--- config.mk ---
export PLATFORM = sky130hd
export DESIGN_NAME = timer_bank_flat
export DESIGN_NICKNAME = d
export VERILOG_FILES = /design/src/rtl/timer_bank_pkg.sv /design/src/rtl/timer_bank_if.sv /design/src/rtl/timer_bank_channel.sv /design/src/rtl/timer_bank.sv /design/src/flat_wrapper.sv
export SDC_FILE = /design/constraint.sdc
export NUM_CORES = 1
export LEC_CHECK = 0
export CAP_MARGIN = 5
export CORE_UTILIZATION = 45
export DETAILED_ROUTE_END_ITERATION = 8
export GPL_TIMING_DRIVEN = 0
export PLACE_DENSITY = 0.67
export SLEW_MARGIN = 40
export SYNTH_ARGS = -nofsm -noshare
export SYNTH_HDL_FRONTEND = slang
export SYNTH_HIERARCHICAL = 1
export SYNTH_SLANG_ARGS = --single-unit
--- constraint.sdc ---
create_clock -name sysclk -period 3.9 [get_ports sysclk]
set_input_delay 0.39 -clock sysclk [delete_from_list [all_inputs] [get_ports sysclk]]
set_output_delay 0.39 -clock sysclk [all_outputs]
set_load 0.02 [all_outputs]
--- src/rtl/timer_bank_pkg.sv ---
// Shared constants for the timer bank: word width, control bit offsets and
// the register map used by the board glue to derive strobes from r_load/r_read.
package timer_bank_pkg;
  localparam int WORD_W       = 16;
  localparam int RUN_LSB      = 0;
  localparam int PERIODIC_LSB = 8;

  // Register offsets on the MCU bus; count registers follow REG_COUNT0.
  localparam logic [3:0] REG_CTRL   = 4'h0;
  localparam logic [3:0] REG_STATUS = 4'h1;
  localparam logic [3:0] REG_COUNT0 = 4'h2;
endpackage

--- src/rtl/timer_bank_if.sv ---
// Register-bus side of the timer bank: write data, load/read strobes, readback.
interface timer_bank_if #(
  parameter int NUM_CH = 4,
  parameter int WIDTH  = 16
);
  logic [15:0]             data_in;
  logic [NUM_CH-1:0]       count_load;
  logic                    ctrl_load;
  logic                    status_read;
  logic [NUM_CH*WIDTH-1:0] count_out;
  logic [15:0]             ctrl_out;
  logic [15:0]             status_out;

  modport master (
    output data_in, count_load, ctrl_load, status_read,
    input  count_out, ctrl_out, status_out
  );
  modport slave (
    input  data_in, count_load, ctrl_load, status_read,
    output count_out, ctrl_out, status_out
  );
endinterface

--- src/rtl/timer_bank_channel.sv ---
// One countdown channel: load has priority over the tick, count=1 on a tick
// expires (reload or stop), count=0 is an idle hold so the decrement never wraps.
module timer_channel #(
  parameter int WIDTH = 16
) (
  input  logic             sysclk,
  input  logic             sysreset,
  input  logic             tick,
  input  logic             load,
  input  logic [WIDTH-1:0] data,
  input  logic             run,
  input  logic             periodic,
  output logic [WIDTH-1:0] count,
  output logic             expire,
  output logic             hit,
  output logic             run_clr
);
  logic [WIDTH-1:0] reload;

  // Expiry event in the current cycle; a same-cycle load suppresses it.
  assign hit     = tick & run & ~load & (count == WIDTH'(1));
  assign run_clr = hit & ~periodic;

  // Reload/count update and the registered one-cycle expiry pulse.
  always_ff @(posedge sysclk or posedge sysreset) begin
    if (sysreset) begin
      reload <= '0;
      count  <= '0;
      expire <= 1'b0;
    end else begin
      expire <= hit;
      if (load) begin
        reload <= data;
        count  <= data;
      end else if (tick && run && count != '0) begin
        if (hit) count <= periodic ? reload : '0;
        else     count <= count - 1'b1;
      end
    end
  end
endmodule

--- src/rtl/timer_bank.sv ---
// Multi-channel countdown timer bank: shared prescaler, control and sticky
// status registers, and NUM_CH countdown channels.
module timer_bank
  import timer_bank_pkg::*;
#(
  parameter int NUM_CH   = 4,
  parameter int WIDTH    = 16,
  parameter int PRESCALE = 50
) (
  input  logic              sysclk,
  input  logic              sysreset,
  input  logic              tick_enable,
  timer_bank_if.slave       bus,
  output logic [NUM_CH-1:0] expired,
  output logic              tick
);
  localparam logic [15:0] PS_MAX = 16'(PRESCALE - 1);

  logic [15:0]                  ps;
  logic [NUM_CH-1:0]            run, per, hit, run_clr, status;
  logic [NUM_CH-1:0][WIDTH-1:0] cnt;

  assign tick = tick_enable && (ps == PS_MAX);

  // Prescaler: free-runs 0..PRESCALE-1 while enabled, holds when frozen.
  always_ff @(posedge sysclk or posedge sysreset) begin
    if (sysreset)         ps <= '0;
    else if (tick_enable) ps <= tick ? '0 : ps + 1'b1;
  end

  for (genvar i = 0; i < NUM_CH; i++) begin : g_ch
    timer_channel #(.WIDTH(WIDTH)) u_ch (
      .sysclk   (sysclk),
      .sysreset (sysreset),
      .tick     (tick),
      .load     (bus.count_load[i]),
      .data     (bus.data_in[WIDTH-1:0]),
      .run      (run[i]),
      .periodic (per[i]),
      .count    (cnt[i]),
      .expire   (expired[i]),
      .hit      (hit[i]),
      .run_clr  (run_clr[i])
    );
  end

  // Control register: a bus write overrides a same-cycle one-shot auto-clear.
  always_ff @(posedge sysclk or posedge sysreset) begin
    if (sysreset) begin
      run <= '0;
      per <= '0;
    end else if (bus.ctrl_load) begin
      run <= bus.data_in[RUN_LSB +: NUM_CH];
      per <= bus.data_in[PERIODIC_LSB +: NUM_CH];
    end else begin
      run <= run & ~run_clr;
    end
  end

  // Sticky status: read clears, but a same-edge expiry sets and wins.
  always_ff @(posedge sysclk or posedge sysreset) begin
    if (sysreset) status <= '0;
    else          status <= (bus.status_read ? '0 : status) | hit;
  end

  // Control readback with unused bits forced to zero.
  always_comb begin
    bus.ctrl_out = '0;
    bus.ctrl_out[RUN_LSB +: NUM_CH]      = run;
    bus.ctrl_out[PERIODIC_LSB +: NUM_CH] = per;
  end

  assign bus.status_out = WORD_W'(status);
  assign bus.count_out  = cnt;
endmodule

--- src/flat_wrapper.sv ---
// flat-port wrapper written by rule: the top's interface ports become plain ports
module timer_bank_flat import timer_bank_pkg::*;
#(
  parameter int NUM_CH   = 4,
  parameter int WIDTH    = 16,
  parameter int PRESCALE = 50
)
  (sysclk, sysreset, tick_enable, expired, tick, bus_data_in, bus_count_load, bus_ctrl_load, bus_status_read, bus_count_out, bus_ctrl_out, bus_status_out);
  timer_bank_if #(.NUM_CH(NUM_CH), .WIDTH(WIDTH)) bus_i ();
  input  logic sysclk;
  input  logic sysreset;
  input  logic tick_enable;
  output logic [NUM_CH-1:0] expired;
  output logic tick;
  input wire logic [$bits(bus_i.data_in)-1:0] bus_data_in;
  input wire logic [$bits(bus_i.count_load)-1:0] bus_count_load;
  input wire logic [$bits(bus_i.ctrl_load)-1:0] bus_ctrl_load;
  input wire logic [$bits(bus_i.status_read)-1:0] bus_status_read;
  output wire logic [$bits(bus_i.count_out)-1:0] bus_count_out;
  output wire logic [$bits(bus_i.ctrl_out)-1:0] bus_ctrl_out;
  output wire logic [$bits(bus_i.status_out)-1:0] bus_status_out;
  assign bus_i.data_in = bus_data_in;
  assign bus_i.count_load = bus_count_load;
  assign bus_i.ctrl_load = bus_ctrl_load;
  assign bus_i.status_read = bus_status_read;
  assign bus_count_out = bus_i.count_out;
  assign bus_ctrl_out = bus_i.ctrl_out;
  assign bus_status_out = bus_i.status_out;
  timer_bank #(.NUM_CH(NUM_CH), .WIDTH(WIDTH), .PRESCALE(PRESCALE)) u_core (.sysclk(sysclk), .sysreset(sysreset), .tick_enable(tick_enable), .bus(bus_i), .expired(expired), .tick(tick));
endmodule
* Word level (Yosys, flattened, before mapping)
Cells that the tools add are included.
W data, S select, Z words.
** Word-level totals
- Register bits :: 160
- Input bits :: 25
- Word-level logic and storage cells :: 89
** Cells by class
- Add/subtract/negate cells :: 5
- Equality and inequality tests :: 5
- Mux-type cells :: 19
- Bitwise operators :: 27
- Reductions and logical operators :: 17
** Operators with widths (number)
- $mux W16 :: 17
- $eq A16 B1 Y1 const B :: 4
- $reduce_bool A16 Y1 :: 4
- $sub A16 B1 Y16 const B :: 4
- $add A16 B1 Y16 const B :: 1
- $and A1 B1 Y1 :: 16
- $eq A16 B6 Y1 const B :: 1
- $logic_and A1 B1 Y1 :: 9
- $mux W4 :: 2
- $not A1 Y1 :: 8
- $reduce_bool A2 Y1 :: 4
- $and A4 B4 Y4 :: 1
- $not A4 Y4 :: 1
- $or A4 B4 Y4 :: 1

* Logic depth before layout (Yosys ltp)
Gate-level depths: netlist of the first run.
- Word-level depth :: 9
- Gate-level depth with buffers :: 12
- Mapped depth without buffers :: 10

* Cells and area by module
The synthesis of the first run kept the hierarchy.
** Modules (own cells, without submodules)
- timer_channel at u_core.g_ch[0].u_ch ... :: instances 2, cells an instance 216, area each 2047.0 µm²
- timer_channel at u_core.g_ch[2].u_ch ... :: instances 2, cells an instance 208, area each 1991.9 µm²
- timer_bank :: instances 1, cells an instance 123, area each 1373.8 µm²

* Worst setup path after synthesis of the first run
No wires, ideal clock.
- Path kind :: register to register
- Start point :: register u_core.ps[1]
- End point :: register u_core.g_ch[2].u_ch.count[15]
- Setup time :: 101 ps
- Data arrival time :: 2726 ps
- Path slack :: 1073 ps
- Cell stages (with the launch flop) :: 12
- Buffers on the path :: 2
- Period minus slack after synthesis :: 2827 ps
- Cells stage by stage :: dfrtp_1 inv_1 ha_1 nor4b_1 and4_1 buf_2 nand4bb_1 or4_4 nor3_2 buf_4 a21oi_1 o32ai_1
** On the way
- Word-level cells in the longest chain between the ends :: 8
- Elaborated cells on any way between the ends :: 11
- Classes of those cells :: 1 x eq/ne; 3 x mux; 3 x bitwise; 4 x reduce/logical
** RTL lines
- start, declared :: RTL line timer_bank.sv:19 : logic [15:0] ps;
- start signal, assigned :: RTL line timer_bank.sv:28 : else if (tick_enable) ps <= tick ? '0 : ps + 1'b1;
- $eq A16 B6 Y1 (*) :: RTL line timer_bank.sv:23 : assign tick = tick_enable && (ps == PS_MAX);
- $logic_and A1 B1 Y1 (*) :: RTL line timer_bank.sv:23
- via tick :: RTL line flat_wrapper.sv:14 : output logic tick;
- $and A1 B1 Y1 (3 in a row) :: RTL line timer_bank_channel.sv:21 : assign hit = tick & run & ~load & (count == WIDTH'(1));
- $mux W16 :: RTL line timer_bank_channel.sv:36 : if (hit) count <= periodic ? reload : '0;
- $mux W16 :: RTL line timer_bank_channel.sv:35 : end else if (tick && run && count != '0) begin
- $mux W16 :: RTL line timer_bank_channel.sv:32 : if (load) begin
- end signal, assigned :: RTL line timer_bank_channel.sv:34 : count <= data;
- end signal, assigned :: RTL line timer_bank_channel.sv:36
- end signal, assigned :: RTL line timer_bank_channel.sv:37 : else count <= count - 1'b1;
- end, declared :: RTL line timer_bank_channel.sv:13 : output logic [WIDTH-1:0] count,
Mark *: on every way through the listed nets, which the timed path passes. The rest lies on a longest branch. The select of a mux whose other input is x is not followed.
A chain may end at the register's enable or synchronous reset.

* Final worst setup path of the first run
- Start point :: register u_core.ps[1]
- End point :: register u_core.g_ch[2].u_ch.count[5]
** On the way
- Word-level cells in the longest chain between the ends :: 8
- Elaborated cells on any way between the ends :: 11
- Classes of those cells :: 1 x eq/ne; 3 x mux; 3 x bitwise; 4 x reduce/logical
** RTL lines (RTL line)
- $eq A16 B6 Y1 (*) :: timer_bank.sv:23
- $logic_and A1 B1 Y1 (*) :: timer_bank.sv:23
- $and A1 B1 Y1 (3 in a row) :: timer_bank_channel.sv:21
- $mux W16 :: timer_bank_channel.sv:36
- $mux W16 :: timer_bank_channel.sv:35
- $mux W16 :: timer_bank_channel.sv:32
Mark *: on every way between the ends. The rest lies on a longest branch, timed or not. The select of a mux whose other input is x is not followed.

==> results of run 1 <==
[cell families (layout without fill, tap and decap cells)]
kind of cell,Yosys count,count (layout)
other cells,1,20
xor+xnor,20,20
mux,37,37
fa+ha+maj,10,10
compound gates,287,287
buf+inv,133,270
flops,160,160
simple gates,323,323
[area by class of cell]
class | count | area share
plain buffers | 74 | 0.0464
flip-flops and latches | 160 | 0.344
clock inverters | 13 | 0.0240
inverters | 59 | 0.0195
multi-input cells | 697 | 0.409
well taps | 270 | 0.0290
repair buffers | 105 | 0.0903
clock buffers | 19 | 0.0381
[routing by layer]
| layer | up-vias | global-route usage |
|---|---|---|
| li1 | 3874 | - |
| met1 | 4192 | 0.384 |
| met2 | 503 | 0.420 |
| met3 | 94 | 0.0634 |
| met4 | 0 | 0.116 |
| met5 | - | 0 |
[power groups by stage]
stage	Clock (mW)	Sequential, mW	Combinational (mW)
3_5_place_dp	0	2.08	0.904
4_1_cts	2.08	2.05	0.910
3_3_place_gp	0	2.08	0.893
5_1_grt	2.15	2.08	0.988
2_1_floorplan	0	2.12	0.471
6_report	2.05	2.06	0.915
[critical path: stages (launching register included)]
cell and delay [ps]:
dfrtp_1 440, inv_1 100, ha_1 140, nor4b_1 220, and4_1 210, buf_2 420
nand4bb_1 360, nor4_4 570, nand2_1 390, a221oi_1 380, o211ai_1 150
[cell usage in the layout (no fill, tap or decap), drive strengths merged, types with 7 or more instances in the layout]
master and instances:
a21o 10, a21oi 36, a221oi 12, a22o 12
a22oi 8, a311oi 12, and4 7, buf 61
bufinv 8, clkbuf 32, clkdlybuf4s50 105, conb 20
dfrtp 160, ha 10, inv 59, mux2 34
nand2 92, nand2b 15, nand3 13, nand4 16
nor2 55, nor3 33, nor4 21, o211ai 18
o21ai 78, o22ai 11, o31ai 14, or3 14
or4 14, xnor2 7, xor2 13
[stage by stage]
stage               cell area, um^2  hold WS (ps)
finish                        11600           484
global route                  11600           504
CTS                           11600           480
detailed placement            10900           456
global placement              10900           455
floorplan                      9520           436
[flip-flops by register name, indices dropped and copies added, names as in the netlist]
register / flops
u_core/g_ch.u_ch/count: 64
u_core/g_ch.u_ch/reload: 64
u_core/ps: 16
u_core/g_ch.u_ch/expire: 4
u_core/per: 4
u_core/run: 4
u_core/status: 4
[path summary, 6_finish.rpt]
| check | cells after the start | slack (ps) | from | end |
|---|---|---|---|---|
| max reg2reg | 10 | 380 | u_core/ps[1] | u_core/g_ch[2].u_ch/count[5] |
| max in group asynchronous | 2 | 2840 | sysreset | u_core/g_ch[3].u_ch/count[3] |
| min in group asynchronous | 2 | 560 | sysreset | u_core/per[0] |
| min reg2reg | 2 | 480 | u_core/g_ch[0].u_ch/reload[15] | u_core/g_ch[0].u_ch/reload[15] |
| min | 2 | 480 | u_core/g_ch[0].u_ch/reload[15] | u_core/g_ch[0].u_ch/reload[15] |
| max | 10 | 380 | u_core/ps[1] | u_core/g_ch[2].u_ch/count[5] |
==> results.md, run 1 <==
- Result of the run: completed
- Sequential cell area: 0.00400 mm^2
- Ranking of synthesized cells by area: dfrtp_1 (42%), mux2_2 (4.1%), o21ai_0 (3.9%), nand2_1 (3.5%), buf_4 (2.7%)
- Ant diodes: 0
- WL per Instance: 21.0 um
- First-pass GRT wire length: 46.3 mm
- Fmax: 284 MHz
- Multiplexer area fraction after synthesis: 0.0437
- Clock-pin slew on the worst setup and hold paths: 70 ps
- Drt total wl: 29.4 mm
- Final core occ: 0.569
- Setup violations, final: 0
- DRC viols: 0
- Max-cap violations: 0
- Tot GR Track Use: 0.278
- Core Area: 0.0204 mm^2
- Initial core utilization: 0.463
- Antenna Violating Nets Remaining: 0
- Share of post-route cells with drive strength above 1: 0.166
- DRT iter0 DRCs: 1047
- Period minus WS final: 3520 ps
- Comb power frac: 0.182
- Post-synth ARST share: 1.00
- Mapped cell area: 0.00945 mm^2
- Met1 WL: 12.4 mm
- Via density: 6.20
- Worst Hold Class: reg -> reg
- Drt first pass iters: 6
- DPL Wire Length: 20.2 mm
- Final WS setup: 377 ps
- IO Pins: 126
- Max FO, Critical Path: 16
- Vias: 8663
- Num CTS Buffers: 17
- Area Overhead vs Synth: 23.1%
- Largest family of logic cells by synthesized area: compound AO/OA/AOI/OAI gates
- Num rows: 52
- Multi-input gate area: 0.00475 mm^2
- Compound-gate portion of the synthesized area: 0.215
- P_sw: 1.43 mW
- Post-synthesis simple-gate area fraction: 0.204
- Worst Path Arrival: 3810 ps
- Seq pwr share: 0.410
- Clock tree sinks: 160
- Synth area leader: dfrtp_1
- Startpoint types: flop
- Share of the synthesized area in the top cell type: 0.424
- Clk pwr share: 0.408
- CTS tree: done
- Nets: 1149
- Finished Layout Cells: 1397
- CTS Buffer Depth: 2
- CP required: 4190 ps
- Die area: 0.0216 mm^2
- GP Congestion: 0.906
- Post-Synth XOR/XNOR Area: 0.0185
- Post-Syn Instances: 971
- Slew Limit Headroom: 0.480
- Metal3 WL: 2.84 mm
- Post-CTS Resized: 0
- CTS H-tree lvls: 4
- # Post-CTS Setup Buffers: 0
- Power Total: 5.02 mW
- Tcrit/Tclk final: 0.903
- Synthesis warning total: 6
- Chip width: 147 um
- Number of synthesized flops with an enable pin: 0
- Fin. Hold Viols: 0
- Most frequent cell after synthesis: dfrtp_1
- Power Density: 431 mW/mm^2
- Slew Viols, Final: 0
- Placed cells: 1365
- Leakage power: 4.83 nW
- Pin count of the biggest net entering global routing: 34
- Vias in the first global route: 8195
- Root Driver: clkbuf_16
- WS Path Type: reg -> reg
- Seq/Total Area, Yosys: 0.424
- Hold_buf cts: 0
- Netlist cell types: 89
- Synthesized flop and latch total: 160
- Worst slew pin tran: 773 ps
- Worst vdd ir: 305 uV
- Setup TNS: 0 ps
- Syn avg cell area: 9.73 um^2
- Sw Ratio: 0.285
- IO Port Bufs: 105
- Adder-cell share of the synthesized area: 0.0132
- Filler Cell Count: 1815
- Met2 wire len: 13.1 mm
- Placement Setup Slack: 37.1 ps
- CP endpoint kind: flop
- Worst-Skew Late Latency: 420 ps
- RSZ-0062 raised after global routing: false
- GR Overflow Total: 0
- Die Ht: 147 um
- Ys flop type: dfrtp_1
- Cell Int Power: 3.59 mW
- Top layer in use: met4
- Initial antenna violation count: 2
- Synth cell count leaders: dfrtp_1 (160), nand2_1 (88), o21ai_0 (74)
- Clk_skew: 8.80 ps
Note: power is estimated with default switching activity, not from simulation.
==> run 2: changes to the inputs <==
--- a/config.mk
+++ b/config.mk
@@ -10,6 +10,7 @@
 export DETAILED_ROUTE_END_ITERATION = 8
 export GPL_TIMING_DRIVEN = 0
 export PLACE_DENSITY = 0.67
+export SETUP_SLACK_MARGIN = 0.05
 export SLEW_MARGIN = 40
 export SYNTH_ARGS = -nofsm -noshare
 export SYNTH_HDL_FRONTEND = slang
==> results of run 2 <==
The final DEF is identical to that of run 1; final timing and power are the same.
